`src/rtl/lu_pkg.sv`:
```
// Shared types and constants for the logical-unit arbiter: FSM states and function codes.
package lu_pkg;

    typedef enum logic [1:0] {
        IDLE = 2'b00,
        EXEC = 2'b01,
        RESP = 2'b10
    } luState_e;

    localparam logic [1:0] LU_AND     = 2'b00;
    localparam logic [1:0] LU_OR      = 2'b01;
    localparam logic [1:0] LU_XOR     = 2'b10;
    localparam logic [1:0] LU_NOR_LUI = 2'b11;

endpackage

```
`src/rtl/logical_unit.sv`:
```
// Combinational bitwise unit: AND/OR/XOR/NOR, or load-upper-immediate of b when i is set.
module logical_unit
    import lu_pkg::*;
#(
    parameter int N = 32
) (
    input  logic [N-1:0] a,
    input  logic [N-1:0] b,
    input  logic [1:0]   af,
    input  logic         i,
    output logic [N-1:0] res
);

    always_comb begin
        res = '0;
        case (af)
            LU_AND:  res = a & b;
            LU_OR:   res = a | b;
            LU_XOR:  res = a ^ b;
            default: res = i ? {b[N/2-1:0], {(N/2){1'b0}}} : ~(a | b);
        endcase
    end

endmodule

```
`src/rtl/lu_rr_pick.sv`:
```
// Round-robin picker: lowest valid index at or above ptr, wrapping modulo P.
module lu_rr_pick #(
    parameter int P = 4,
    parameter int W = (P > 1) ? $clog2(P) : 1
) (
    input  logic [P-1:0] valid,
    input  logic [W-1:0] ptr,
    output logic         any,
    output logic [W-1:0] idx
);

    // Scan offsets from farthest to nearest so the nearest valid one wins.
    always_comb begin
        any = |valid;
        idx = '0;
        for (int off = P - 1; off >= 0; off--) begin
            if (valid[(int'(ptr) + off) % P]) begin
                idx = W'((int'(ptr) + off) % P);
            end
        end
    end

endmodule

```
`src/rtl/lu_arbiter.sv`:
```
// Shares one logical_unit among P requesters with round-robin arbitration (IDLE/EXEC/RESP).
module lu_arbiter
    import lu_pkg::*;
#(
    parameter int N = 32,
    parameter int P = 4
) (
    input  logic           clk,
    input  logic           rst_n,
    input  logic [P-1:0]   req_valid,
    output logic [P-1:0]   req_ready,
    input  logic [P*N-1:0] req_a,
    input  logic [P*N-1:0] req_b,
    input  logic [P*2-1:0] req_af,
    input  logic [P-1:0]   req_i,
    output logic [P-1:0]   rsp_valid,
    input  logic [P-1:0]   rsp_ready,
    output logic [N-1:0]   rsp_res
);

    localparam int W = (P > 1) ? $clog2(P) : 1;

    luState_e       state_q;
    logic [W-1:0]   rrPtr_q;
    logic [W-1:0]   rrPtr_d;
    logic [W-1:0]   gnt_q;
    logic [N-1:0]   res_q;
    logic [N-1:0]   opA_q;
    logic [N-1:0]   opB_q;
    logic [1:0]     opAf_q;
    logic           opImm_q;
    logic [P-1:0]   rspValid_q;
    logic [P-1:0]   gntOneHot;

    logic           pickAny;
    logic [W-1:0]   pickIdx;
    logic           canAccept;
    logic [N-1:0]   luRes;

    lu_rr_pick #(
        .P (P),
        .W (W)
    ) u_pick (
        .valid (req_valid),
        .ptr   (rrPtr_q),
        .any   (pickAny),
        .idx   (pickIdx)
    );

    logical_unit #(
        .N (N)
    ) u_lu (
        .a   (opA_q),
        .b   (opB_q),
        .af  (opAf_q),
        .i   (opImm_q),
        .res (luRes)
    );

    // A new request can be taken when idle, or when the pending response retires this cycle.
    always_comb begin
        canAccept = rst_n && pickAny &&
                    ((state_q == IDLE) || ((state_q == RESP) && rsp_ready[gnt_q]));
        req_ready = '0;
        if (canAccept) begin
            req_ready[pickIdx] = 1'b1;
        end
        rrPtr_d   = (int'(pickIdx) == P - 1) ? '0 : pickIdx + 1'b1;
        gntOneHot = '0;
        gntOneHot[gnt_q] = 1'b1;
    end

    always_ff @(posedge clk) begin
        if (!rst_n) begin
            state_q    <= IDLE;
            rrPtr_q    <= '0;
            gnt_q      <= '0;
            res_q      <= '0;
            opA_q      <= '0;
            opB_q      <= '0;
            opAf_q     <= '0;
            opImm_q    <= 1'b0;
            rspValid_q <= '0;
        end else begin
            case (state_q)
                EXEC: begin
                    res_q      <= luRes;
                    rspValid_q <= gntOneHot;
                    state_q    <= RESP;
                end
                IDLE, RESP: begin
                    if (state_q == RESP && rsp_ready[gnt_q]) begin
                        rspValid_q <= '0;
                        state_q    <= IDLE;
                    end
                    if (canAccept) begin
                        opA_q   <= req_a[pickIdx*N +: N];
                        opB_q   <= req_b[pickIdx*N +: N];
                        opAf_q  <= req_af[pickIdx*2 +: 2];
                        opImm_q <= req_i[pickIdx];
                        gnt_q   <= pickIdx;
                        rrPtr_q <= rrPtr_d;
                        state_q <= EXEC;
                    end
                end
                default: begin
                    rspValid_q <= '0;
                    state_q    <= IDLE;
                end
            endcase
        end
    end

    assign rsp_valid = rspValid_q;
    assign rsp_res   = res_q;

endmodule

```
`config.mk`:
```
export PLATFORM = sky130hd
export DESIGN_NAME = lu_arbiter
export DESIGN_NICKNAME = d
export VERILOG_FILES = /design/src/rtl/lu_pkg.sv /design/src/rtl/logical_unit.sv /design/src/rtl/lu_rr_pick.sv /design/src/rtl/lu_arbiter.sv
export SDC_FILE = /design/constraint.sdc
export NUM_CORES = 1
export LEC_CHECK = 0
export BUFFER_PORTS_ARGS = -buffer_cell sky130_fd_sc_hd__buf_2
export CAP_MARGIN = 20
export CORE_ASPECT_RATIO = 0.6
export CORE_UTILIZATION = 50
export DETAILED_ROUTE_END_ITERATION = 8
export PLACE_DENSITY_LB_ADDON = 0.3
export SLEW_MARGIN = 20
export SYNTH_ARGS = -nofsm -noshare
export SYNTH_HDL_FRONTEND = slang
export SYNTH_HIERARCHICAL = 1
export SYNTH_SLANG_ARGS = --single-unit
```
`constraint.sdc`:
```
create_clock -name clk -period 3.2 [get_ports clk]
set_clock_uncertainty 0.15 [all_clocks]
set_input_delay 0.32 -clock clk [delete_from_list [all_inputs] [get_ports clk]]
set_output_delay 0.32 -clock clk [all_outputs]
set_load 0.01 [all_outputs]
```
# [Word level (Yosys, flattened, before mapping)]
# Index checks and enable logic that the tools add are counted.
[op_classes] div_mod_pow=0 mux=32 order_cmp=8 add_sub_neg=4 shift=3 bitwise=7 eq_ne=7 n_reduce_logical=14 multipliers=0
[ops] cell="$shiftx A128 B8 Y32" n=2
[ops] cell="$pmux W32 S3" n=1
[ops] cell="$and A32 B32 Y32" n=1
[ops] cell="$mux W32" n=1
[ops] cell="$not A32 Y32" n=1
[ops] cell="$or A32 B32 Y32" n=1
[ops] cell="$xor A32 B32 Y32" n=1
[ops] cell="$mux W2" n=7
[ops] cell="$bmux W1 S2" n=6
[ops] cell="$lt A3 B4 Y1 const B" n=3
[ops] cell="$mux W1" n=11
[ops] cell="$lt A2 B3 Y1 const B" n=3
[ops] cell="$mux W4" n=2
[ops] cell="$pmux W4 S2" n=1
[ops] cell="$reduce_or A2 Y1" n=4
[ops] cell="$shiftx A8 B4 Y2" n=1
[ops] cell="$eq A2 B1 Y1 const B" n=3
[ops] cell="$logic_and A1 B1 Y1" n=5
[ops] cell="$add A2 B1 Y2 const B" n=2
[ops] cell="$add A2 B2 Y2 const B" n=2
[ops] cell="$demux W1 S2" n=2
[ops] cell="$eq A2 B2 Y1 const B" n=2
[ops] cell="$ge A2 B1 Y1 const B" n=2
[ops] cell="$logic_not A2 Y1" n=2
[ops] cell="7 further kinds" n=9
[totals] inputBits=278 memories=0 romBits=0 elab_cells=84 ram_bits=0 ff_bits=109 latchBits=0 output_inout_bits=40

# [Longest topological paths before layout]
[depth] ltp_word=15 ltp_mapped=10

# [Cells and area by module]
# The synthesis kept the hierarchy.
[modules_own_cells] module="lu_arbiter" area_each_um2=5840.6 instances=1 cells_per_inst=560
[modules_own_cells] module="logical_unit" area_each_um2=2280.9 instances=1 cells_per_inst=235
[modules_own_cells] module="lu_rr_pick" area_each_um2=77.6 instances=1 cells_per_inst=13

# [Worst setup path before layout]
# Ideal clock, no wire load.
[synth_timing] path_kind="flip-flop to output port" startpoint="reg rrPtr_q[1]" endpoint="out req_ready[0]" arrival_ns=1.795 stages_incl_launch_ff=10 required_ns=2.730 setup_slack_ns=0.935 path_cell_list="dfxtp_1 nand2b_1 a21oi_1 a211oi_2 buf_2 buf_4 buf_4 inv_1 ha_1 and2_1"
[synth_via] elab_chain_len=13 elab_cells_between_ends=24 cone_classes="add/sub (3); order compare (2); mux (18); reduce/logical (1)"
[synth_rtl] item="from (decl)" line="lu_arbiter.sv:24" text="logic [W-1:0] rrPtr_q;"
[synth_rtl] item="from (signal assigned)" line="lu_arbiter.sv:102" text="rrPtr_q <= rrPtr_d;"
[synth_rtl] item="$add A2 B2 Y2" line="lu_rr_pick.sv:17" text="if (valid[(int'(ptr) + off) % P]) begin"
[synth_rtl] item="$bmux W1 S2" line="lu_rr_pick.sv:17"
[synth_rtl] item="$mux W1 (not written as such) (2 in series)" line="lu_rr_pick.sv:17"
[synth_rtl] item="$mux W2 (3 in series)" line="lu_rr_pick.sv:17"
[synth_rtl] item="$mux W2 *" line="lu_rr_pick.sv:17"
[synth_rtl] item="named net pickIdx[0]" line="lu_arbiter.sv:36" text="logic [W-1:0] pickIdx;"
[synth_rtl] item="$lt A2 B3 Y1 (not written as such) / $ge A2 B1 Y1 (equally long branches)" line="lu_arbiter.sv:66" text="req_ready[pickIdx] = 1'b1;"
[synth_rtl] item="$logic_and A1 B1 Y1 (not written as such)" line="lu_arbiter.sv:66"
[synth_rtl] item="$mux W1 (not written as such)" line="lu_arbiter.sv:66"
[synth_rtl] item="$demux W1 S2 *" line="lu_arbiter.sv:66"
[synth_rtl] item="$mux W4 *" line="lu_arbiter.sv:65" text="if (canAccept) begin"
[synth_rtl] item="to (decl)" line="lu_arbiter.sv:11" text="output logic [P-1:0] req_ready,"
# Mark *: on every way through the listed nets, which the timed path passes. The rest lies on a longest branch. The select of a mux whose other input is x is not followed.

# [Final worst setup path]
[layout_timing] startpoint="reg gnt_q[0]" endpoint="out req_ready[1]"
[layout_via] elab_chain_len=6
[layout_rtl] item="from (decl)" line="lu_arbiter.sv:26" text="logic [W-1:0] gnt_q;"
[layout_rtl] item="from (signal assigned)" line="lu_arbiter.sv:101" text="gnt_q <= pickIdx;"
[layout_rtl] item="$bmux W1 S2" line="lu_arbiter.sv:63" text="((state_q == IDLE) || ((state_q == RESP) && rsp_ready[gnt_q]));"
[layout_rtl] item="$mux W1 (not written as such)" line="lu_arbiter.sv:63"
[layout_rtl] item="$logic_and A1 B1 Y1" line="lu_arbiter.sv:63"
[layout_rtl] item="$logic_or A1 B1 Y1" line="lu_arbiter.sv:63"
[layout_rtl] item="$logic_and A1 B1 Y1" line="lu_arbiter.sv:62" text="canAccept = rst_n && pickAny &&"
[layout_rtl] item="$mux W4" line="lu_arbiter.sv:65"
# Every way passes these cells. The select of a mux whose other input is x is not followed.

==> impl_metrics.py <==
metrics = {
    "yosys": {
        "post-synth-top-count-cell": "inv_1",
        "synth_area_leaders": "mux4_2 27%, dfxtp_1 27%, ha_1 10%",
        "synth_cells": 808,
        "ys_seq_elements": 109,
        "async_flop_share_pct": 0,
        "synth_cell_types": 30,
        "yosysWarningCount": 6,
        "synth_fp_nets": 1154,
        "synth_area_um2": 8200,
        "synth_edf_count": 0,
        "yosysTopAreaCell": "mux4_2",
        "ys.flop_type": "dfxtp_1",
        "netlist_top_cells_count": "169 x inv_1, 137 x nand2_1, 109 x dfxtp_1, 100 x mux4_2, 73 x mux2i_1",
        "avgSynthCellArea_um2": 10.1,
        "synth_top_area_share_pct": 27.5,
        "yosysSeqAreaShare_pct": 26.6,
    },
    "power_and_ir_drop": {
        "ir_drop_uv": 318,
        "power_mw": 6.25,
        "p_leak_nw": 5.31,
        "powerDensity_nw_per_um2": 610,
    },
    "sta": {
        "fin_crit_sh_pct": 86.8,
        "worst_slack_ns": 0.422,
        "slew_violations": 0,
        "fin_setup_tns_ns": 0,
        "rsz0062_at_grt": "false",
        "max_freq_mhz": 360,
        "hold_viol": 0,
        "worst-slew-pin-transition_ns": 0.760,
        "whs_ns": 0.279,
        "finalSetupViolCount": 0,
        "max_slew_margin_pct": 49.3,
        "fin_crit_ns": 2.78,
    },
    "critical_path": {
        "slowest_delay_ns": 0.56,
        "path_cells": "mux2i_1, a221o_4, inv_1, and2_1, buf_2",
        "r2r-end": "opA_q[14]$_SDFFE_PN0P_",
        "critPathKind": "reg2out",
        "cp.arrival_ns": 2.31,
        "worstRegToRegCells": 4,
        "path_max_fanout": 17,
        "path_buf_inv": 2,
        "required_ns": 2.73,
        "crit_family": "multiplexers",
        "reg2reg_from": "gnt_q[0]$_SDFFE_PN0P_",
        "cp_num_cells": 5,
        "cp_slowest_cell": "mux2i_1",
        "crit_path_end_kind": "output port",
        "cp-start-kind": "flop",
        "reg2reg_setup_slack_ns": 0.65,
    },
    "detailed_routing": {
        "remaining_drc_errors": 0,
        "wl_um": 21200,
        "drtPass1Iterations": 4,
        "drtIter0Drc": 360,
        "antenna_left": 0,
        "vias": 6812,
        "wl_per_cell_um": 16.2,
        "via_per_inst": 5.22,
    },
    "placement": {
        "routabilityCongestion": 0.798,
        "io_buffers": 317,
        "dp_worst_setup_slack_ns": 0.760,
        "place_area_um2": 9910,
        "dpl.hpwl_um": 17000,
    },
    "job": {
        "drv_cap": 0,
    },
    "floorplanning": {
        "dieArea_um2": 16900,
        "die_w_um": 167,
        "pin_count": 318,
        "start_util_pct": 52.3,
        "die_height_um": 101,
        "design.core.area_um2": 15700,
        "rows": 35,
    },
    "finish": {
        "fin_area_um2": 10200,
        "fill_cells": 1294,
        "final_nets": 1443,
        "diodes": 0,
        "area_delta_synth_final_pct": 24.8,
        "layout-drive-gt1-share_pct": 42.9,
    },
    "clock_tree": {
        "clk_root_buffer_cell": "clkbuf_16",
        "clk_latency_ns": 0.35,
        "cts_hold_buf": 0,
        "post_cts_resized": 0,
        "clk_path_buf_depth": 2,
        "clk_pin_slew_ns": 0.07,
        "cts_max_level": 3,
        "cts_inserted_buffers": 9,
        "postCtsSetupBuffers": 0,
        "cts_num_sinks": 109,
        "tritoncts": "done",
    },
    "run_status": {
        "outcome": "completed",
    },
    "grt": {
        "busiest_layer": "met2",
        "grt_use_met2_pct": 39.7,
        "grt_pass1_wl_um": 33000,
        "antenna_found_initial": 0,
        "use_met1_pct": 38.1,
        "grt_pass1_vias": 6473,
        "grtUsageTotal_pct": 25.5,
        "grtUsageMet3_pct": 4.03,
        "grt_max_degree": 73,
        "grt_overflow": 0,
    },
    "hold_path": {
        "hold_class": "in2reg",
        "hold_depth": 4,
        "hold_start": "req_b[79]",
        "hold_end": "opB_q[15]$_SDFFE_PN0P_",
    },
}
-- tightest hold or removal path, delay by kind of cell --
kind                   cells  cell delay, ns
buffers and inverters      2            0.11
multiplexers               2            0.31
-- power breakdown --
group	internal, mW	total, mW	switching, mW
logic	1.66	2.95	1.29
clock network	0.690	1.22	0.533
registers	1.67	2.07	0.403
-- layer usage --
layer	wire length (um)	vias to the layer above
li1	-	3282
met4	109	0
met1	10400	3311
met5	0	-
met3	1150	9
met2	9570	210
-- per-stage QoR --
step / utilization [%] / std cells
floorplan: - / 808
global placement: 63.2 / 1289
detailed placement: 63.2 / 1289
CTS: 65.3 / 1305
global route: 65.3 / 1305
finish: 65.3 / 1305
-- logic make-up (layout without fill, tap and decap cells) --
logic type                 after synthesis  after routing  share of synthesized area [%]
and+or+nand+nor                        171            171                           8.73
muxes                                  189            189                           39.2
DFF                                    109            109                           26.6
adders and majority gates               68             68                           10.4
AOI/OAI and AO/OA                       46             46                           3.42
buffers and inverters                  225            519                           11.6
-- worst max path at each step --
stage	startpoint	end
floorplan	rrPtr_q[1]$_SDFFE_PN0P_	req_ready[0]
global placement	gnt_q[0]$_SDFFE_PN0P_	opB_q[7]$_SDFFE_PN0P_
detailed placement	gnt_q[0]$_SDFFE_PN0P_	opA_q[14]$_SDFFE_PN0P_
CTS	rrPtr_q[1]$_SDFFE_PN0P_	req_ready[3]
global route	rrPtr_q[1]$_SDFFE_PN0P_	req_ready[3]
finish	gnt_q[0]$_SDFFE_PN0P_	req_ready[1]
-- sequential cells by signal, indices dropped and copies added (netlist names) --
name       flops
opA_q         32
opB_q         32
rsp_res       32
rsp_valid      4
gnt_q          2
opAf_q         2
rrPtr_q        2
state_q        2
opImm_q        1
-- layout by cell type (no fill, tap or decap) --
| cell type | n |
|---|---|
| a21oi_1 | 34 |
| a211oi_2 | 1 |
| clkinv_2 | 2 |
| inv_1 | 169 |
| nand2_1 | 137 |
| mux2_4 | 14 |
| nor3b_1 | 1 |
| mux2i_1 | 73 |
| inv_6 | 2 |
| bufinv_16 | 2 |
| mux2_2 | 2 |
| and2_1 | 4 |
| or3_1 | 1 |
| dfxtp_1 | 106 |
| nor2b_2 | 1 |
| dfxtp_2 | 3 |
| buf_2 | 317 |
| nand2b_1 | 3 |
| a221o_4 | 1 |
| nor2b_1 | 17 |
| a211o_1 | 1 |
| a211oi_4 | 1 |
| mux4_2 | 100 |
| a211oi_1 | 2 |
| a221oi_1 | 1 |
| clkinvlp_4 | 1 |
| buf_12 | 3 |
| a22oi_1 | 1 |
| nand3b_1 | 1 |
| nor2_1 | 4 |
| clkbuf_16 | 9 |
| nand3_1 | 1 |
| buf_4 | 13 |
| clkinv_1 | 1 |
| o2bb2ai_1 | 4 |
| ha_1 | 68 |
| nor2_4 | 1 |
-- cell type report --
type                    count  area [um^2]  area share [%]
clock buffers               9          225            2.20
well taps                 203          254            2.48
repair buffers            333         1740            17.0
flip-flops and latches    109         2190            21.4
clock inverters             7         95.1           0.929
inverters                 170          638            6.24
multi-input cells         474         5090            49.7
No activity file was read; power rests on OpenSTA's default activity.
